## src/rtl/pcileech_fifo_pack.sv

```systemverilog
// Packs up to seven 32-bit words plus a status word into one 256-bit packet for a wide FIFO.
// Latency: packet presented one cycle after the 7th accept, or after a flush/idle timeout; din is stalled while a packet is pending.
module pcileech_fifo_pack #(
    parameter logic [15:0] TIMEOUT = 16'd1024
) (
    input  logic         clk,
    input  logic         rst,
    input  logic [31:0]  din,
    input  logic [1:0]   din_type,
    input  logic         din_valid,
    output logic         din_ready,
    input  logic         flush,
    output logic [255:0] dout,
    output logic         wr_en,
    input  logic         almost_full,
    output logic [31:0]  pkt_count
);

    typedef enum logic {
        FILL = 1'b0,
        PEND = 1'b1
    } state_t;

    localparam logic [15:0] TMO_LAST = TIMEOUT - 16'd1;
    localparam logic [2:0]  LAST_SLOT = 3'd6;

    state_t           state_q, state_d;
    logic [2:0]       cnt_q, cnt_d;
    logic [15:0]      tmr_q, tmr_d;
    logic [6:0][31:0] slots_q, slots_d;
    logic [13:0]      types_q, types_d;
    logic [6:0]       mask_q, mask_d;
    logic [31:0]      pkt_cnt_q, pkt_cnt_d;

    logic accept;
    logic emit;
    logic timeout_hit;

    assign accept      = (state_q == FILL) & din_valid;
    assign emit        = (state_q == PEND) & ~almost_full;
    assign timeout_hit = (tmr_q == TMO_LAST);

    always_comb begin
        state_d   = state_q;
        cnt_d     = cnt_q;
        tmr_d     = tmr_q;
        slots_d   = slots_q;
        types_d   = types_q;
        mask_d    = mask_q;
        pkt_cnt_d = pkt_cnt_q;

        case (state_q)
            FILL: begin
                if (accept) begin
                    // An accept always wins over a coincident flush or timeout.
                    for (int i = 0; i < 7; i++) begin
                        if (cnt_q == 3'(i)) begin
                            slots_d[i]        = din;
                            types_d[2*i +: 2] = din_type;
                            mask_d[i]         = 1'b1;
                        end
                    end
                    cnt_d = cnt_q + 3'd1;
                    tmr_d = 16'd0;
                    if (cnt_q == LAST_SLOT) begin
                        state_d = PEND;
                    end
                end else if (cnt_q == 3'd0) begin
                    tmr_d = 16'd0;
                end else if (flush || timeout_hit) begin
                    state_d = PEND;
                    tmr_d   = 16'd0;
                end else begin
                    tmr_d = tmr_q + 16'd1;
                end
            end
            PEND: begin
                tmr_d = 16'd0;
                if (emit) begin
                    state_d   = FILL;
                    cnt_d     = 3'd0;
                    slots_d   = '0;
                    types_d   = '0;
                    mask_d    = '0;
                    pkt_cnt_d = pkt_cnt_q + 32'd1;
                end
            end
        endcase
    end

    always_ff @(posedge clk) begin
        if (rst) begin
            state_q   <= FILL;
            cnt_q     <= 3'd0;
            tmr_q     <= 16'd0;
            slots_q   <= '0;
            types_q   <= '0;
            mask_q    <= '0;
            pkt_cnt_q <= 32'd0;
        end else begin
            state_q   <= state_d;
            cnt_q     <= cnt_d;
            tmr_q     <= tmr_d;
            slots_q   <= slots_d;
            types_q   <= types_d;
            mask_q    <= mask_d;
            pkt_cnt_q <= pkt_cnt_d;
        end
    end

    // Outputs are forced quiet while reset is held, even before the first reset edge.
    assign din_ready = (state_q == FILL) & ~rst;
    assign wr_en     = emit & ~rst;
    assign dout      = rst ? 256'd0 : {4'hE, 7'd0, mask_q, types_q, slots_q};
    assign pkt_count = pkt_cnt_q;

endmodule

```

## config.mk

```make
export PLATFORM = sky130hd
export DESIGN_NAME = pcileech_fifo_pack
export DESIGN_NICKNAME = d
export VERILOG_FILES = /design/src/rtl/pcileech_fifo_pack.sv
export SDC_FILE = /design/constraint.sdc
export NUM_CORES = 1
export LEC_CHECK = 0
export CAP_MARGIN = 10
export CELL_PAD_IN_SITES_DETAIL_PLACEMENT = 0
export CELL_PAD_IN_SITES_GLOBAL_PLACEMENT = 1
export CORE_ASPECT_RATIO = 2
export CORE_MARGIN = 2
export CORE_UTILIZATION = 36
export CTS_CLUSTER_DIAMETER = 40
export CTS_CLUSTER_SIZE = 8
export DETAILED_ROUTE_END_ITERATION = 10
export GPL_TIMING_DRIVEN = 0
export PLACE_DENSITY_LB_ADDON = 0.1
export SYNTH_ARGS = -nofsm -noshare
export SYNTH_HDL_FRONTEND = slang
export SYNTH_SLANG_ARGS = --single-unit
```

## constraint.sdc

```tcl
create_clock -name clk -period 3.5 [get_ports clk]
set_input_delay 0.875 -clock clk [delete_from_list [all_inputs] [get_ports clk]]
set_output_delay 0.875 -clock clk [all_outputs]
set_load 0.01 [all_outputs]
```

# After elaboration in Yosys (flattened, before gate mapping)
# Cells that the tools add are included.
[totals]
in_bits = 39
register_bits = 297
wordCells = 106
out_inout_bits = 290
[classes]
bitwise = 7
n_eq_ne = 16
muxes = 44
reduce_logical = 11
addsub = 3
[op_table]
columns = ["operator", "count"]
rows = [
  ["two-way mux 224 bit", 2],
  ["case mux 224 bit (2 select lines)", 1],
  ["two-way mux 256 bit", 1],
  ["two-way mux 32 bit", 7],
  ["two-way mux 16 bit", 3],
  ["adder 32 x 1 -> 32 bit (second input constant)", 1],
  ["case mux 16 bit (2 select lines)", 1],
  ["two-way mux 14 bit", 2],
  ["case mux 14 bit (2 select lines)", 1],
  ["AND reduction 3 bit", 7],
  ["adder 16 x 1 -> 16 bit (second input constant)", 1],
  ["== test 16 x 10 -> 1 bit (second input constant)", 1],
  ["!= test 2 x 1 -> 1 bit (second input constant)", 8],
  ["two-way mux 2 bit", 7],
  ["two-way mux 7 bit", 2],
  ["case mux 7 bit (2 select lines)", 1],
  ["two-way mux 1 bit", 12],
  ["== test 3 bit (second input constant)", 3],
  ["== test 3 x 2 -> 1 bit (second input constant)", 2],
  ["two-way mux 3 bit", 2],
  ["case mux 3 bit (2 select lines)", 1],
  ["bitwise AND 1 bit", 4],
  ["AND reduction 2 bit", 2],
  ["adder 3 x 1 -> 3 bit (second input constant)", 1],
  ["other kinds (6)", 8],
]

# Logic depth before layout (Yosys ltp)
[depth]
ltp_word = 6
depth_mapped = 8
mapped_depth_nobuf = 6

# Worst setup path before layout
# OpenSTA, ideal clock, no wires.
[synth_path]
path_kind = "input to output"
from = "input rst"
to = "output dout[254]"
path_buffers = 5
arrival_time_ns = 2.288
path_slack_ns = 0.337
required_time_ns = 2.625
cell_stages = 6
path_cell_list = "clkbuf_1 clkbuf_1 buf_1 clkbuf_1 inv_1 buf_4"
[synth_via]
elab_chain_cells = 1
[synth_lines]
columns = ["element", "line", "rtl"]
rows = [
  ["start, declared", "7", "input logic rst,"],
  ["two-way mux 256 bit", "114", "assign dout = rst ? 256'd0 : {4'hE, 7'd0, mask_q, types_q, slots_q};"],
  ["end, declared", "13", "output logic [255:0] dout,"],
]
# No other way between the ends.

# Worst setup path in the final report
[layout_path]
from = "input rst"
to = "output dout[213]"
# The elaborated chain is that of the path after synthesis.

==> run summary <==
Status: complete, but fails checks
Violated checks: negative setup slack
Crit-path max cell delay: 610 ps
FP Rows: 96
First-pass GRT wire length: 74200 µm
Antenna violations before repair: 1
Initial Utilization: 0.363
Buffers on Ports: 320
Area of the die: 0.0360 mm²
Commonest cells after routing, fill and taps aside: 318 x clkdlybuf4s50_1, 297 x dfxtp_1, 244 x nor2b_1
Final worst slack: -11.6 ps
CTS tree: done
CP top delay family: buffers and inverters
Hpwl dp: 38500 µm
Crit path capture type: primary output
Distinct cells, synth: 36
Final setup vio count: 1
Final Hold Fails: 0
CTS sink cnt: 297
Share of layout cells above drive strength 1: 0.0921
Slew HR: 0.395
Slew Limit Fails: 0
Pre-antenna DRT Iters: 5
Root Driver: clkbuf_16
Pleak: 0.00617 µW
CP Class: in -> out
Fin nets: 1883
Peak VDD IR: 430 µV
Core box area: 0.0341 mm²
Clock skew: 18.0 ps
H-tree levels: 2
Yosys reg bits: 297
Dpl ws: -1820 ps
Total congestion overflow: 0
FF+latch area: 0.00595 mm²
Crit path time final: 3510 ps
Ys Warns: 0
Post-Synth XOR/XNOR Area: 0.0149
Largest family of logic cells by synthesized area: simple AND/OR/NAND/NOR gates
Post-Synth Adder-Cell Area: 0.00708
Synth Area in Simple Gates: 0.277
Num CTS Buffers: 44
Wirelength per Cell: 22.3 µm
Number of buffers and inverters on the critical path: 4
Final Cell Area: 0.0175 mm²
Commonest non-fill, non-tap cell in the layout: clkdlybuf4s50_1
Post-synth top flop: dfxtp_1
Crit-path most repeated cell: clkbuf_2
Post-Route WL: 51000 µm
Largest net degree at the start of global routing: 28
Unrepaired setup endpoints after global routing: yes
Period utilization: 1.00
I/O Pins: 329
Post-synthesis compound-gate area fraction: 0.166
Crit path max fanout: 10
Filler cell count: 3417
Worst Tran Pin Value: 907 ps
Synth area leader: dfxtp_1
Setup TNS: -11.6 ps
HP Class: reg -> reg
Crit-path slowest cell: clkdlybuf4s50_1
Pwr Density: 457 mW/mm²
Mapped Cells: 1464
Die H: 266 µm
Top cells by area, synth: dfxtp_1 48%, nor2b_1 13%, nand3_1 6.6%
Via Count: 12200
Register area share after synthesis: 0.480
Avg Cell Area, Syn: 8.45 µm²
Worst-Skew Late Latency: 550 ps
Number of synthesized flops with an enable pin: 0
Number of global-route vias before repair: 12000
Die width: 135 µm
All-layer global routing usage: 0.275
Max capacitance violation total: 0
Final Util: 0.512
RD Place Congestion: 0.871
Remaining antenna violation count: 0
Synthesis-to-finish area growth: 41.2%
Vias/cell: 5.32
Worst-path clk slew: 50 ps
Post-synth top area share: 0.480
Synth Cell Area: 0.0124 mm²
Peak Freq: 0.285 GHz
Hold Buf Count CTS: 0
Startpoint types: primary input
Ant diodes: 0
Critical Path, Cell by Cell: clkdlybuf4s15_2, clkbuf_2, clkbuf_2, nor2b_1, clkdlybuf4s50_1
Post-DP Area: 0.0162 mm²
Synth async-reset ratio: 0
Proportion of synthesized area in mux cells: 0.00455
Worst EP required: 2620 ps
First DRT Iteration DRCs: 633
Remaining DRCs: 0
CP Data Arrival Time: 2640 ps
Max clock buf depth: 3
Multi-input gate area: 0.00587 mm²
## stage by stage
stage | power [µW] | hold WS, ps | std cells
floorplan | 3860 | 432 | 1471
CTS | 8050 | 451 | 2288
detailed placement | 4200 | 444 | 2232
global route | 8230 | 469 | 2287
finish | 7990 | 450 | 2287
global placement | 4190 | 439 | 2232
## Yosys cell counts, drive strengths merged (6+ instances only)
library cell    n
dfxtp         297
nor2b         254
nand3         164
o21ai         163
clkbuf        109
a21oi         108
nand2          97
a31o           64
nor2           40
buf            32
nand4          20
or4            15
o31ai          14
xor2           13
and3           10
inv             9
xnor2           8
and4            7
ha              7
nor4            6
## where the power goes
| part | leakage, µW | internal [µW] | total (µW) | switching (µW) |
|---|---|---|---|---|
| clock network | 0.000597 | 2340 | 3850 | 1510 |
| registers | 0.00240 | 3470 | 3490 | 20.2 |
| logic | 0.00317 | 226 | 651 | 425 |
## layout make-up
class | count | area share
well taps | 441 | 0.0316
clock inverters | 4 | 0.00179
inverters | 9 | 0.00193
repair buffers | 323 | 0.185
multi-input cells | 1024 | 0.336
clock buffers | 51 | 0.0675
flip-flops and latches | 297 | 0.340
plain buffers | 138 | 0.0362
## logic make-up after synthesis
kind of cell,count (synthesis)
buffers and inverters,150
XOR/XNOR,21
multiplexers,5
flip-flops,297
AND/OR/NAND/NOR,629
other,1
AO/OA/AOI/OAI,354
adder cells (fa/ha/maj),7
## sequential cells by signal (all words and copies together) (netlist names)
signal and cells:
slots_q 224, tmr_q 16, mask_q 7, types_q 14, cnt_q 3, pkt_count 32, state_q 1
## what timing repair did
| action | in CTS | in global routing |
|---|---|---|
| setup endpoints to repair | 250 | 59 |
| buffers inserted | 3 | 0 |
| gates resized for setup | 31 | 24 |
## worst register-to-register path: cells and delay by family (launching register included)
kind / cells / cell delay (ps)
compound gates: 2 / 710
fa+ha+maj: 1 / 240
buf+inv: 3 / 1210
flops: 1 / 400
simple gates: 2 / 310
## path summary, 6_finish.rpt
check	startpoint	endpoint	slack [ps]	cells after the start
max	rst	dout[213]	-10	5
min	mask_q[6]$_SDFFE_PP0P_	mask_q[6]$_SDFFE_PP0P_	450	2
max reg2reg	cnt_q[0]$_SDFFE_PP0P_	slots_q[29]$_SDFFE_PP0P_	550	8
min reg2reg	mask_q[6]$_SDFFE_PP0P_	mask_q[6]$_SDFFE_PP0P_	450	2
## metal layers
layer | global-route usage | part of all wire | vias to the layer above
met5 | 0 | 0.00024 | -
met4 | 0.143 | 0.053 | 2
met3 | 0.0603 | 0.061 | 136
met2 | 0.525 | 0.54 | 424
met1 | 0.272 | 0.34 | 5814
li1 | - | - | 5785
No activity file was read; power rests on OpenSTA's default activity.
